--- config.mk ---
export PLATFORM = sky130hd
export DESIGN_NAME = accum_loop_ctrl
export DESIGN_NICKNAME = d
export VERILOG_FILES = /design/src/rtl/accum_ctrl_pkg.sv /design/src/rtl/accum_track_vote.sv /design/src/rtl/accum_loop_ctrl.sv
export SDC_FILE = /design/constraint.sdc
export NUM_CORES = 1
export LEC_CHECK = 0
export CORE_ASPECT_RATIO = 1.4
export CORE_MARGIN = 1
export CORE_UTILIZATION = 25
export DETAILED_ROUTE_END_ITERATION = 8
export MAX_ROUTING_LAYER = met4
export PLACE_DENSITY = 0.4
export SYNTH_ARGS = -nofsm -noshare
export SYNTH_HDL_FRONTEND = slang
export SYNTH_SLANG_ARGS = --single-unit
--- constraint.sdc ---
create_clock -name clk -period 4.2 [get_ports clk]
set_input_delay 1.26 -clock clk [delete_from_list [all_inputs] [get_ports clk]]
set_output_delay 1.26 -clock clk [all_outputs]
set_load 0.05 [all_outputs]
--- src/rtl/accum_ctrl_pkg.sv ---
// accum_ctrl_pkg
// Shared definitions for the accumulator loop controller: FSM state
// encoding, vote/run counter widths, step limits and the gear-shift helper.
// No ports (package).
package accum_ctrl_pkg;

  // Controller states
  localparam logic [2:0] ST_IDLE   = 3'd0;
  localparam logic [2:0] ST_PRESET = 3'd1;
  localparam logic [2:0] ST_ACQ    = 3'd2;
  localparam logic [2:0] ST_TRACK  = 3'd3;
  localparam logic [2:0] ST_HOLD   = 3'd4;

  // Vote counter must hold +/-64 (largest window); decision counter 0..63
  localparam int VOTE_W = 8;
  localparam int CNT_W  = 7;
  // Run counter only needs to reach LOSS_CNT (max 15)
  localparam int RUN_W  = 4;

  localparam logic [3:0]  STEP_MIN      = 4'd1;
  localparam logic [3:0]  STEP_MAX      = 4'd15;
  localparam logic [15:0] EXT_RESET_VAL = 16'h8000;

  // Halve the step on a direction reversal, never going below one LSB
  function automatic logic [3:0] gear_down(input logic [3:0] s);
    logic [3:0] h;
    h = s >> 1;
    return (h < STEP_MIN) ? STEP_MIN : h;
  endfunction

  // Guard against a zero or out-of-range initial step
  function automatic logic [3:0] legal_step(input logic [3:0] s);
    if (s < STEP_MIN) return STEP_MIN;
    if (s > STEP_MAX) return STEP_MAX;
    return s;
  endfunction

endpackage

--- src/rtl/accum_track_vote.sv ---
// accum_track_vote
// Decimating signed vote counter for TRACK mode. Each qualified decision adds
// +1 (comp=1) or -1 (comp=0). The decision that completes a window of DECIM
// decisions raises done in that same cycle, with dir_up/zero describing the
// final vote including that decision; the counter then restarts.
// Ports:
//   clk, rstb : clock, async active-low reset
//   clear     : discard the current partial window
//   valid     : a decision to count this cycle
//   comp      : decision value
//   done      : window completes with this decision (combinational)
//   dir_up    : window vote is positive
//   zero      : window vote is exactly zero
module accum_track_vote
  import accum_ctrl_pkg::*;
#(
  parameter int DECIM = 8
) (
  input  logic clk,
  input  logic rstb,
  input  logic clear,
  input  logic valid,
  input  logic comp,
  output logic done,
  output logic dir_up,
  output logic zero
);

  localparam logic [CNT_W-1:0]         LAST      = CNT_W'(DECIM - 1);
  localparam logic signed [VOTE_W-1:0] VOTE_ONE  = VOTE_W'(1);
  localparam logic signed [VOTE_W-1:0] VOTE_ZERO = '0;

  logic [CNT_W-1:0]         cnt;
  logic signed [VOTE_W-1:0] vote;
  logic signed [VOTE_W-1:0] vote_next;

  // The result looks ahead to include the current decision so the top can
  // register its pulse with single-cycle latency.
  always_comb begin
    vote_next = comp ? (vote + VOTE_ONE) : (vote - VOTE_ONE);
    done      = valid && (cnt == LAST);
    dir_up    = (vote_next > VOTE_ZERO);
    zero      = (vote_next == VOTE_ZERO);
  end

  always_ff @(posedge clk or negedge rstb) begin
    if (!rstb) begin
      cnt  <= '0;
      vote <= '0;
    end else if (clear || done) begin
      cnt  <= '0;
      vote <= '0;
    end else if (valid) begin
      cnt  <= cnt + CNT_W'(1);
      vote <= vote_next;
    end
  end

endmodule

--- src/rtl/accum_loop_ctrl.sv ---
// accum_loop_ctrl
// Sequences the 16-bit step accumulator from a comparator decision stream:
// preset load, gear-shifted binary acquisition, then majority-voted tracking
// with lock/loss detection. All outputs are registered.
// Ports:
//   clk, rstb    : clock, async active-low reset
//   start        : pulse; capture preset_val and restart acquisition
//   freeze       : level; hold the loop (ACQ/TRACK only)
//   comp         : 1 = code too low (step up)
//   comp_valid   : one-cycle strobe qualifying comp
//   preset_val   : preset code sampled with start
//   acc_enable   : one-cycle accumulator update pulse
//   acc_up       : update direction
//   acc_step     : update step size
//   acc_sel_ext  : load acc_ext_val instead of stepping
//   acc_ext_val  : preset value for the accumulator
//   locked       : loop is tracking
//   busy         : controller has left IDLE
module accum_loop_ctrl
  import accum_ctrl_pkg::*;
#(
  parameter logic [3:0] STEP_INIT   = 4'd8,
  parameter int         LOCK_CNT    = 4,
  parameter int         TRACK_DECIM = 8,
  parameter int         LOSS_CNT    = 4
) (
  input  logic        clk,
  input  logic        rstb,
  input  logic        start,
  input  logic        freeze,
  input  logic        comp,
  input  logic        comp_valid,
  input  logic [15:0] preset_val,
  output logic        acc_enable,
  output logic        acc_up,
  output logic [3:0]  acc_step,
  output logic        acc_sel_ext,
  output logic [15:0] acc_ext_val,
  output logic        locked,
  output logic        busy
);

  localparam logic [3:0]       STEP_START = legal_step(STEP_INIT);
  localparam logic [3:0]       LOCK_N     = 4'(LOCK_CNT);
  localparam logic [RUN_W-1:0] LOSS_N     = RUN_W'(LOSS_CNT);

  logic [2:0]       state;
  logic [2:0]       saved_state;
  logic [3:0]       step;
  logic [3:0]       rev_cnt;
  logic             prev_valid;
  logic             prev_dir;
  logic [RUN_W-1:0] run_cnt;
  logic             run_dir;

  logic             acq_take;
  logic             track_take;
  logic             reversal;
  logic [3:0]       acq_step;
  logic [3:0]       rev_cnt_inc;
  logic             lock_hit;
  logic [RUN_W-1:0] run_next;
  logic             loss_hit;
  logic             vote_clear;
  logic             vote_done;
  logic             vote_up;
  logic             vote_zero;

  // Decisions only count when neither start nor freeze overrides them.
  // The step is halved before use on a reversal; a reversal only advances
  // the lock count when the step was already at its minimum.
  always_comb begin
    acq_take    = (state == ST_ACQ)   && comp_valid && !freeze && !start;
    track_take  = (state == ST_TRACK) && comp_valid && !freeze && !start;
    reversal    = prev_valid && (comp != prev_dir);
    acq_step    = reversal ? gear_down(step) : step;
    rev_cnt_inc = rev_cnt + 4'd1;
    lock_hit    = acq_take && reversal && (step == STEP_MIN) && (rev_cnt_inc == LOCK_N);
    run_next    = ((run_cnt != '0) && (run_dir == vote_up)) ? (run_cnt + RUN_W'(1)) : RUN_W'(1);
    loss_hit    = vote_done && !vote_zero && (run_next == LOSS_N);
    vote_clear  = start || lock_hit;
  end

  accum_track_vote #(
    .DECIM (TRACK_DECIM)
  ) u_vote (
    .clk    (clk),
    .rstb   (rstb),
    .clear  (vote_clear),
    .valid  (track_take),
    .comp   (comp),
    .done   (vote_done),
    .dir_up (vote_up),
    .zero   (vote_zero)
  );

  // Main FSM and output registers. The pulse flags default low every cycle;
  // direction, step and preset value hold between pulses.
  always_ff @(posedge clk or negedge rstb) begin
    if (!rstb) begin
      state       <= ST_IDLE;
      saved_state <= ST_ACQ;
      step        <= STEP_START;
      rev_cnt     <= '0;
      prev_valid  <= 1'b0;
      prev_dir    <= 1'b0;
      run_cnt     <= '0;
      run_dir     <= 1'b0;
      acc_enable  <= 1'b0;
      acc_up      <= 1'b0;
      acc_step    <= 4'd0;
      acc_sel_ext <= 1'b0;
      acc_ext_val <= EXT_RESET_VAL;
      locked      <= 1'b0;
      busy        <= 1'b0;
    end else begin
      acc_enable  <= 1'b0;
      acc_sel_ext <= 1'b0;
      if (start) begin
        state       <= ST_PRESET;
        busy        <= 1'b1;
        locked      <= 1'b0;
        acc_enable  <= 1'b1;
        acc_sel_ext <= 1'b1;
        acc_ext_val <= preset_val;
      end else begin
        case (state)
          ST_IDLE: begin
            state <= ST_IDLE;
          end
          ST_PRESET: begin
            state      <= ST_ACQ;
            step       <= STEP_START;
            rev_cnt    <= '0;
            prev_valid <= 1'b0;
          end
          ST_ACQ: begin
            if (freeze) begin
              saved_state <= ST_ACQ;
              state       <= ST_HOLD;
            end else if (acq_take) begin
              acc_enable <= 1'b1;
              acc_up     <= comp;
              acc_step   <= acq_step;
              step       <= acq_step;
              prev_valid <= 1'b1;
              prev_dir   <= comp;
              if (step == STEP_MIN) begin
                rev_cnt <= reversal ? rev_cnt_inc : 4'd0;
              end
              if (lock_hit) begin
                state   <= ST_TRACK;
                locked  <= 1'b1;
                run_cnt <= '0;
                run_dir <= 1'b0;
              end
            end
          end
          ST_TRACK: begin
            if (freeze) begin
              saved_state <= ST_TRACK;
              state       <= ST_HOLD;
            end else if (vote_done) begin
              if (vote_zero) begin
                run_cnt <= '0;
              end else begin
                acc_enable <= 1'b1;
                acc_up     <= vote_up;
                acc_step   <= STEP_MIN;
                run_dir    <= vote_up;
                if (loss_hit) begin
                  state      <= ST_ACQ;
                  locked     <= 1'b0;
                  step       <= STEP_START;
                  rev_cnt    <= '0;
                  prev_valid <= 1'b0;
                  run_cnt    <= '0;
                end else begin
                  run_cnt <= run_next;
                end
              end
            end
          end
          ST_HOLD: begin
            if (!freeze) begin
              state <= saved_state;
            end
          end
          default: begin
            state <= ST_IDLE;
          end
        endcase
      end
    end
  end

endmodule

# After elaboration in Yosys (flattened, before gate mapping)
# Cells that the tools add are included.
[totals]
in_bits = 22
ff_bits = 61
out_inout_bits = 25
elab_cells = 172
[classes]
n_reduce_logical = 34
n_eq_ne = 33
order_cmp = 2
mux = 79
n_addsub = 5
bitwise = 2
[op_table]
columns = ["operator", "n"]
rows = [
  ["$mux W4", 26],
  ["$mux W3", 12],
  ["$mux W1", 25],
  ["$mux W8", 3],
  ["$pmux W4 S3", 2],
  ["$reduce_and A8 Y1", 3],
  ["$ne A3 B3 Y1 const B", 7],
  ["$ne A2 B2 Y1 const B", 8],
  ["$ne A4 B4 Y1 const B", 4],
  ["$pmux W4 S2", 2],
  ["$logic_and A1 B1 Y1", 14],
  ["$mux W7", 2],
  ["$reduce_and A7 Y1", 2],
  ["$pmux W3 S4", 1],
  ["$reduce_and A9 Y1", 1],
  ["$add A4 B1 Y4 const B", 2],
  ["$add A8 B2 Y8 const B", 1],
  ["$eq A4 B3 Y1 const B", 2],
  ["$gt A8 B1 Y1 const B", 1],
  ["$logic_not A8 Y1", 1],
  ["$pmux W1 S2", 4],
  ["$reduce_and A4 Y1", 2],
  ["$sub A8 B2 Y8 const B", 1],
  ["$add A7 B1 Y7 const B", 1],
  ["20 further kinds", 28],
]

# Logic depth before layout (Yosys ltp)
# Gate-level depths: netlist of run 1.
[depth]
depth_word = 14
mapped_depth = 9
mapped_depth_nobuf = 9

# By module
# A second synthesis of run 1 with hierarchy kept.
[hier_totals]
hier_cells = 325
hier_area_um2 = 3313.2
[modules_own_cells]
columns = ["module", "cells_each", "area_each_um2", "seq_area_each_um2", "instances"]
rows = [
  ["accum_loop_ctrl", 202, 2218.4, 1103.6, 1],
  ["accum_track_vote", 123, 1094.8, 375.4, 1],
]

# Worst setup path after synthesis of run 1
# No wires, ideal clock.
[synth_path]
path_type = "input-to-reg"
startpoint = "input port comp"
endpoint = "register acc_up"
path_slack_ns = 0.678
arrival_time_ns = 3.397
required_time_ns = 4.075
path_buffers = 0
setup_time_ns = 0.125
stages = 9
cell_sequence = "inv_1 ha_1 nor3b_1 a311oi_1 o311ai_1 or4b_4 nor2_2 o21a_4 mux2_4"
[synth_via]
elab_chain_len = 6
elab_cells_between_ends = 11
cone_classes = "1 x order compare; 1 x eq/ne; 7 x mux; 2 x reduce/logical"
[synth_lines]
columns = ["item", "line", "source"]
rows = [
  ["from (decl)", "accum_loop_ctrl.sv:31", "input logic comp,"],
  ["$mux W8", "accum_track_vote.sv:40", "vote_next = comp ? (vote + VOTE_ONE) : (vote - VOTE_ONE);"],
  ["$gt A8 B1 Y1", "accum_track_vote.sv:42", "dir_up = (vote_next > VOTE_ZERO);"],
  ["$mux W1", "accum_loop_ctrl.sv:164", "if (vote_zero) begin"],
  ["$mux W1", "accum_loop_ctrl.sv:163", "end else if (vote_done) begin"],
  ["$mux W1", "accum_loop_ctrl.sv:160", "if (freeze) begin"],
  ["$pmux W1 S2", "accum_loop_ctrl.sv:127", "case (state)"],
  ["to (signal assigned)", "accum_loop_ctrl.sv:143", "acc_up <= comp;"],
  ["to (signal assigned)", "accum_loop_ctrl.sv:168", "acc_up <= vote_up;"],
  ["to (decl)", "accum_loop_ctrl.sv:35", "output logic acc_up,"],
]
# Parallel ways exist; a longest one is shown, timed or not. The select of a mux whose other input is x is not followed.
# A chain may end at the register's enable or synchronous reset.

# Worst setup path in the final report of run 1
# Ends and elaborated chain as after synthesis.

==> results of run 1 <==
cell usage in the layout (no fill, tap or decap), types with 2 or more instances in the layout:
cell type	n
a2111oi_0	2
a211oi_1	3
a211oi_2	5
a21o_1	2
a21oi_1	13
a22o_1	4
a311oi_1	2
a31oi_1	6
a41oi_1	2
and2_1	2
and3_1	3
buf_4	21
bufinv_16	2
clkbuf_16	9
clkdlybuf4s50_1	45
clkinvlp_4	2
dfrtp_1	57
dfstp_2	2
ha_1	11
inv_1	15
mux2_2	17
nand2_1	23
nand2b_1	9
nand3_1	7
nand4_2	2
nor2_1	40
nor2_2	3
nor2b_1	3
nor3_1	2
nor3b_1	4
o21a_1	2
o21ai_0	7
o21ai_1	2
o22ai_1	3
o2bb2ai_1	2
or2_2	2
xnor2_1	8
xor2_1	5
power by group through the flow:
stage          clock network (mW)  registers, mW  logic, mW
2_1_floorplan                   0          0.736     0.0999
3_3_place_gp                    0          0.644      0.319
3_5_place_dp                    0          0.644      0.320
4_1_cts                     0.831          0.634      0.322
5_1_grt                     0.848          0.639      0.337
6_report                    0.808          0.634      0.316
final cells by class:
cell class,instances,area share
sequential,59,0.3423
multi-input combinational,227,0.3834
inverter,15,0.01303
tap,150,0.04344
clock inverter,6,0.02056
clock buffer,10,0.05531
timing repair buffer,67,0.1419
per-layer routing:
metal | part of all wire | vias to the layer above | track usage
met2 | 0.51 | 38 | 0.2238
met1 | 0.44 | 1267 | 0.1497
met5 | 0 | - | -
met3 | 0.026 | 13 | 0.02145
li1 | - | 1246 | -
met4 | 0.021 | 0 | 0.06481
cell families after synthesis:
logic type               Yosys count  synth area share
XOR/XNOR                          14           0.04028
multiplexers                      19           0.06700
AO/OA/AOI/OAI                     69            0.1654
buffers and inverters             24           0.02943
AND/OR/NAND/NOR                  113            0.1913
flip-flops                        59            0.4578
adder cells (fa/ha/maj)           12           0.04880
critical path: cells and delay by family:
family / cells / cell delay [ns]
simple gates: 3 / 0.91
compound gates: 3 / 0.58
fa+ha+maj: 1 / 0.38
buf+inv: 2 / 0.68
mux: 1 / 0.28
how the worst max path moves through the flow:
stage / from / end / slack [ns] / cells past startpoint
after floorplan: comp / acc_up / 0.68 / 9
after global placement: comp / acc_up / 0.009 / 10
after detailed placement: comp / acc_up / -0.01 / 10
after CTS: comp / acc_up / 0.32 / 10
after global routing: comp / acc_up / 0.17 / 10
final: comp / acc_up / 0.31 / 10
registers in the layout, indices dropped and copies added, names as in the netlist:
name,count
step,4
rev_cnt,4
prev_dir,1
prev_valid,1
acc_enable,1
busy,1
state,3
acc_step,4
acc_up,1
acc_sel_ext,1
locked,1
run_cnt,4
u_vote.vote,8
run_dir,1
saved_state,1
u_vote.cnt,7
acc_ext_val,16
metrics by stage:
step | setup WS, ns | std cells
6_report | 0.3108 | 534
3_5_place_dp | -0.01083 | 518
2_1_floorplan | 0.6777 | 310
3_3_place_gp | 0.009010 | 518
4_1_cts | 0.3192 | 534
5_1_grt | 0.1704 | 534
==> flow_summary.yaml, run 1 <==
worst_setup_path:
  slowest_stage: "or4b_4"
  arrival_ns: 4.10
  critPathRequiredTime_ns: 4.41
  worstSetupPathType: "input port to flip-flop"
  rr_worst_depth: 9
  timing.rr.start: "u_vote.vote[0]"
  max_stage_delay_ns: 0.60
  regToRegEndpoint: "acc_up"
  path_max_fanout: 7
  ff2ff_setup_slack_ns: 1.44
  crit_path_end_kind: "flip-flop"
  path_cells: "clkdlybuf4s50_1 -> inv_1 -> ha_1 -> nor3b_1 -> a311oi_1 -> o311ai_1 -> or4b_4 -> nor2_2 -> o21a_4 -> mux2_4"
  startpoint_type: "input port"
synthesis:
  ys_types: 67
  yosysTopAreaCellShare: 0.4415
  synth_nets: 344
  syn_area_um2: 3231
  postSynthCellCount: 310
  synth_area_per_cell_um2: 10.42
  async_flop_share: 1.000
  yosys_register_bits: 59
  yosysSeqAreaShare: 0.4578
  synth_area_leaders: "dfrtp_1, mux2_2, nor2_1"
  synth_edf_count: 0
  yosysMostFrequentCell: "dfrtp_1"
  synth_area_leader_cell: "dfrtp_1"
  yosysWarnings: 0
  synthFlopType: "dfrtp_1"
  synth_common_cells: "dfrtp_1, nor2_1, nand2_1, mux2_2, inv_1"
place:
  gp_congestion: 0.7691
  dpl_cell_area_um2: 3993
  port_buffers: 46
  dp_hpwl_um: 5986
die:
  dieWidth_um: 98.08
  pin_count: 47
  core_region_area_um2: 12490
  die-area_um2: 13390
  rows: 48
  initial_core_util: 0.2586
  die_h_um: 136.5
cells_and_area:
  regArea_um2: 1479
  multi_input_area_um2: 1657
  area_growth_syn_to_layout_pct: 33.73
  final.fill_count: 1287
  insertedDiodeCount: 0
  fin_util: 0.3459
  fin_area_um2: 4320
  nets: 413
  layout-drive-gt1-share: 0.2161
power:
  power.internal_mw: 1.269
  p_sw_frac: 0.2783
  combPwrFrac: 0.180
  p_clk_frac: 0.460
  leakage_nw: 1.812
  switchingPower_mw: 0.4893
  worst_ir_drop_vdd_uv: 144.6
  powerDensity_nw_per_um2: 406.9
  pwr-share-seq: 0.361
  total_power_mw: 1.758
global_routing:
  grt-ovfl-total: 0
  antenna_found_initial: 0
  grt_pass1_wl_um: 13140
  grt_pass1_vias: 2609
  grtUsageTotal: 0.1312
  grt_max_degree: 40
clock_tree:
  cts_setup_buffers: 0
  cts.sinks: 59
  cts_buffers: 9
  clk_pin_slew_worst_paths_ns: 0.06
  clkLatencyLatePin_ns: 0.33
  cts_hold_buf: 0
  cts_root_buffer: "clkbuf_16"
  cts_tree: "yes"
  cts_resized: 0
  cts_buffer_depth: 2
  h-tree-depth: 3
sta:
  fin_crit_sh: 0.9260
  timing.hold.ws_ns: 0.4791
  rsz0062_at_grt: "false"
  worst_slew_pin_slew_ns: 0.9047
  drv_slew: 0
  fin_worst_skew_ns: 0.008676
  fin_crit_ns: 3.889
  max_freq_ghz: 0.2571
  slew_headroom: 0.3969
  setup_violations: 0
  tns_ns: 0
  hold_viol: 0
route:
  vias: 2564
  drc: 2
  drt_iter0_drc: 89
  totalWireLength_um: 8126
  wl_per_cell_um: 15.22
  via_per_inst: 4.801
  ant_nets: 0
  dr.pass1.iters: 7
min_path:
  hold_start: "busy"
  min_to: "busy"
  hold_path_class: "flip-flop to flip-flop"
  whs_path_depth: 1
flow_run:
  drv_cap: 0
outcome:
  failed_checks: "DRC"
  status: "finished, violations left"
Note: power is estimated with default switching activity, not from simulation.
==> inputs of run 2 (changes only) <==
Settings changed: SLEW_MARGIN set to 5.
==> results of run 2 <==
The final DEF is identical to that of run 1; final timing and power are the same.
==> inputs of run 3 (changes only) <==
Settings changed: SLEW_MARGIN 5 to 20.
==> results of run 3 <==
The final DEF is identical to that of run 1; final timing and power are the same.
==> patch 1: new RTL, flow settings as in run 2 <==
Put one more register stage on the output `acc_ext_val`. The value now appears one clock later. The other outputs are not delayed to match.
--- a/src/rtl/accum_loop_ctrl.sv
+++ b/src/rtl/accum_loop_ctrl.sv
@@ -45,4 +45,6 @@
   localparam logic [RUN_W-1:0] LOSS_N     = RUN_W'(LOSS_CNT);
 
+  logic [15:0] acc_ext_val_s0;
+
   logic [2:0]       state;
   logic [2:0]       saved_state;
@@ -111,5 +113,5 @@
       acc_step    <= 4'd0;
       acc_sel_ext <= 1'b0;
-      acc_ext_val <= EXT_RESET_VAL;
+      acc_ext_val_s0 <= EXT_RESET_VAL;
       locked      <= 1'b0;
       busy        <= 1'b0;
@@ -123,5 +125,5 @@
         acc_enable  <= 1'b1;
         acc_sel_ext <= 1'b1;
-        acc_ext_val <= preset_val;
+        acc_ext_val_s0 <= preset_val;
       end else begin
         case (state)
@@ -195,4 +197,8 @@
   end
 
+  always_ff @(posedge clk) begin
+    acc_ext_val <= acc_ext_val_s0;
+  end
+
 endmodule
 
Behaviour: not the same (a bounded check fails within 4 cycles, from zero or initial values and one cycle with rstb low).
==> patch 1 against run 2 <==
Total power up 9.9%. Synthesized area up 10%. Largest power group unchanged. Sequential cell count up 16. First-iteration DRC count up 28%. Design area up 8.8%. Wire length up 2.9%. Critical path depth up 1. Worst setup slack worse by 61 ps. Non-clock buffer count up 7. Cell count up 9.4%.
==> patch 1: results (changes against run 2) <==
| Metric | Value |
|---|---|
| Critical Path Max Stage Delay | `530 ps (was 600 ps)` |
| Synth async-reset ratio | `78.7% (was 100%)` |
| Iteration-0 DRC Markers | `114 (was 89)` |
| Hold Path Cell Cnt | `0 (was 1)` |
| Worst Hold Launch | `acc_ext_val_s0[9] (was busy)` |
| Total Wirelength | `8360 um (was 8130 um)` |
| Layout area overhead | `32.2% (was 33.7%)` |
| Met3 wire len | `192 um (was 213 um)` |
| Largest net degree at the start of global routing | `39 (was 40)` |
| Met1 Wirelength | `3860 um (was 3610 um)` |
| Cell row count | `51 (was 48)` |
| Synth Area in Adders | `4.43% (was 4.88%)` |
| Tightest Pin Transition | `911 ps (was 905 ps)` |
| NetSw | `0.000515 W (was 0.000489 W)` |
| Area after DPL | `4380 sq um (was 3990 sq um)` |
| Run status | `completed (was complete, but fails checks)` |
| First-pass GRT wire length | `13,600 um (was 13,100 um)` |
| Clock skew | `6.16 ps (was 8.68 ps)` |
| Max VDD drop | `0.179 mV (was 0.145 mV)` |
| Pre-Repair DR Iteration Count | `4 (was 7)` |
| P_leak | `2.03 nW (was 1.81 nW)` |
| Synth Area in Compound Gates | `15.5% (was 16.5%)` |
| WL met2 | `4160 um (was 4130 um)` |
| Clock power share | `43.0% (was 46.0%)` |
| Seq/Total Area, Yosys | `50.6% (was 45.8%)` |
==> patch 1: stage by stage <==
step	hold WS, ps	TNS [ps]	worst slack [ps]
6_report	363	0	250
3_5_place_dp	351	-1020	-142
2_1_floorplan	344	0	433
5_1_grt	370	0	63.6
3_3_place_gp	347	-371	-69.2
4_1_cts	366	0	191
==> patch 1: layout make-up <==
class	count	area share (%)
repair buffers	74	14.2
flip-flops and latches	75	38.3
multi-input cells	227	35.3
clock inverters	6	1.92
well taps	185	4.92
inverters	7	0.559
clock buffers	10	4.87
==> patch 1: how the worst max path moves through the flow <==
stage                 end  slack, ps  cells past startpoint
6_report           acc_up        250                     11
3_5_place_dp       acc_up       -140                     10
4_1_cts        rev_cnt[3]        190                     11
3_3_place_gp       acc_up        -70                     11
5_1_grt            acc_up         60                     10
2_1_floorplan      acc_up        430                     10
==> patch 2: new RTL, settings of run 2 <==
Without the edit above. `RUN_W`: 4 -> 6.
--- a/src/rtl/accum_ctrl_pkg.sv
+++ b/src/rtl/accum_ctrl_pkg.sv
@@ -16,5 +16,5 @@
   localparam int CNT_W  = 7;
   // Run counter only needs to reach LOSS_CNT (max 15)
-  localparam int RUN_W  = 4;
+  localparam int RUN_W  = 6;
 
   localparam logic [3:0]  STEP_MIN      = 4'd1;
Check against the original RTL: same outputs for any inputs over 10 cycles, from zero or initial values and one cycle with rstb low; that may be too few to reach the edited logic, so the function may still have changed.
==> patch 2 against run 2 <==
Design area up 2.1%. Largest cell class unchanged. Total power is 8.2% lower. Synthesized cell count is 3.2% higher. Sequential cell count is 2 higher. Utilization shrank 0.16 points. Critical path type unchanged. Worst setup slack worse by 160 ps. Maximum frequency fell by 4.0%. Wire length down 1.4%. Synthesized area grew 1.7%. Global-route usage barely moved. Register-to-register slack worse by 200 ps.
==> patch 2: results (changes against run 2) <==
| Metric | Value |
|---|---|
| Vias in the first global route | `2,563 (was 2,609)` |
| Post-synthesis area per instance | `10.3 sq um (was 10.4 sq um)` |
| Max VDD drop | `0.226 mV (was 0.145 mV)` |
| WL met2 | `4190 um (was 4130 um)` |
| Seq/Total Area, Yosys | `46.6% (was 45.8%)` |
| Critical Path Max Stage Delay | `470 ps (was 600 ps)` |
| Layout cells sized above 1 | `21.7% (was 21.6%)` |
| Met3 wire len | `154 um (was 213 um)` |
| Final clock-cell share | `6.35% (was 7.59%)` |
| Pre-Repair DR Iteration Count | `4 (was 7)` |
| P_leak | `1.86 nW (was 1.81 nW)` |
| WL per Instance | `14.6 um (was 15.2 um)` |
| Run status | `completed (was complete, but fails checks)` |
| Area after DPL | `4070 sq um (was 3990 sq um)` |
| Root Driver | `clkbuf_16 (unchanged)` |
| Synth cell count leaders | `dfrtp_1 (59), nor2_1 (43), nand2_1 (31) (was dfrtp_1 (57), nor2_1 (40), nand2_1 (23))` |
| Layout area overhead | `34.3% (was 33.7%)` |
| GRT met3 Usage | `2.44% (was 2.15%)` |
| Synth async-reset ratio | `100% (unchanged)` |
| NonClk Buf Share | `14.6% (was 14.2%)` |
| Worst-case reg-to-reg path depth | `11 (was 9)` |
| DR vias/cell | `4.69 (was 4.80)` |
| Fill cells | `1,331 (was 1,287)` |
| Multi-input combinational cell count | `240 (was 227)` |
| Crit path capture | `rev_cnt[0] (was acc_up)` |
| Met2 track demand over resource | `21.7% (was 22.4%)` |
| Achievable Freq | `247 MHz (was 257 MHz)` |
| Synthesized net count | `354 (was 344)` |
| Critical Path AT | `4300 ps (was 4100 ps)` |
| Slowest CP cell | `clkdlybuf4s50_1 (was or4b_4)` |
| DPL Wire Length | `5860 um (was 5990 um)` |
| Synth Area in Compound Gates | `15.7% (was 16.5%)` |
| Synth Area in Adders | `4.80% (was 4.88%)` |
| Place WS | `-232 ps (was -10.8 ps)` |
| CTS Sinks | `61 (was 59)` |
| Placed Instances | `534 (was 518)` |
| Met1 usage in global routing | `15.6% (was 15.0%)` |
| Inverters excl. clock | `9 (was 15)` |
| Buffer count excluding the clock tree in the final layout | `71 (was 67)` |
| Dominant cells by area after synthesis | `dfrtp_1 (45%), mux2_2 (5.8%), nor2_1 (4.9%) (was dfrtp_1 (44%), mux2_2 (5.9%), nor2_1 (4.6%))` |
| Post-synthesis cell type count | `61 (was 67)` |
| Number of clock buffers in the layout | `12 (was 10)` |
| Critical Path Fanout Max | `8 (was 7)` |
| Finished Layout Cells | `550 (was 534)` |
| RD Place Congestion | `0.801 (was 0.769)` |
| Iteration-0 DRC Markers | `77 (was 89)` |
| Synth Instances | `320 (was 310)` |
| Slew HR | `28.2% (was 39.7%)` |
| Fraction of area in multi-input gates | `39.3% (was 38.3%)` |
| First-pass GRT wire length | `13,200 um (was 13,100 um)` |
| Met1 Wirelength | `3520 um (was 3610 um)` |
| FF-to-FF setup slack | `1240 ps (was 1440 ps)` |
| Worst hold slack | `473 ps (was 479 ps)` |
| Clock skew | `6.24 ps (was 8.68 ps)` |
## patch 2: changes by cell type in the layout (fill, tap and decap cells not counted), sizes merged, moves of 4 or more
| cell | run 2 | this run |
|---|---|---|
| o21ai | 9 | 20 |
| nand2b | 9 | 3 |
| xor2 | 6 | 10 |
| a31oi | 6 | 2 |
| inv | 15 | 9 |
| a21oi | 14 | 20 |
| a211oi | 8 | 4 |
| buf | 22 | 26 |
| nand2 | 23 | 32 |
| nand3 | 7 | 11 |
| o31ai | 0 | 5 |
## patch 2: where the power goes
group	switching [W]	internal (W)	leakage [nW]
clock network	0.000270	0.000429	0.142
registers	0.0000201	0.000621	0.787
logic	0.000167	0.000106	0.933
total	0.000457	0.00116	1.86
## patch 2: critical path, delay by kind of cell
family	cells	cell delay (ps)
adder cells (fa/ha/maj)	1	440
AND/OR/NAND/NOR	3	550
buffers and inverters	3	810
XOR/XNOR	1	310
AO/OA/AOI/OAI	4	920
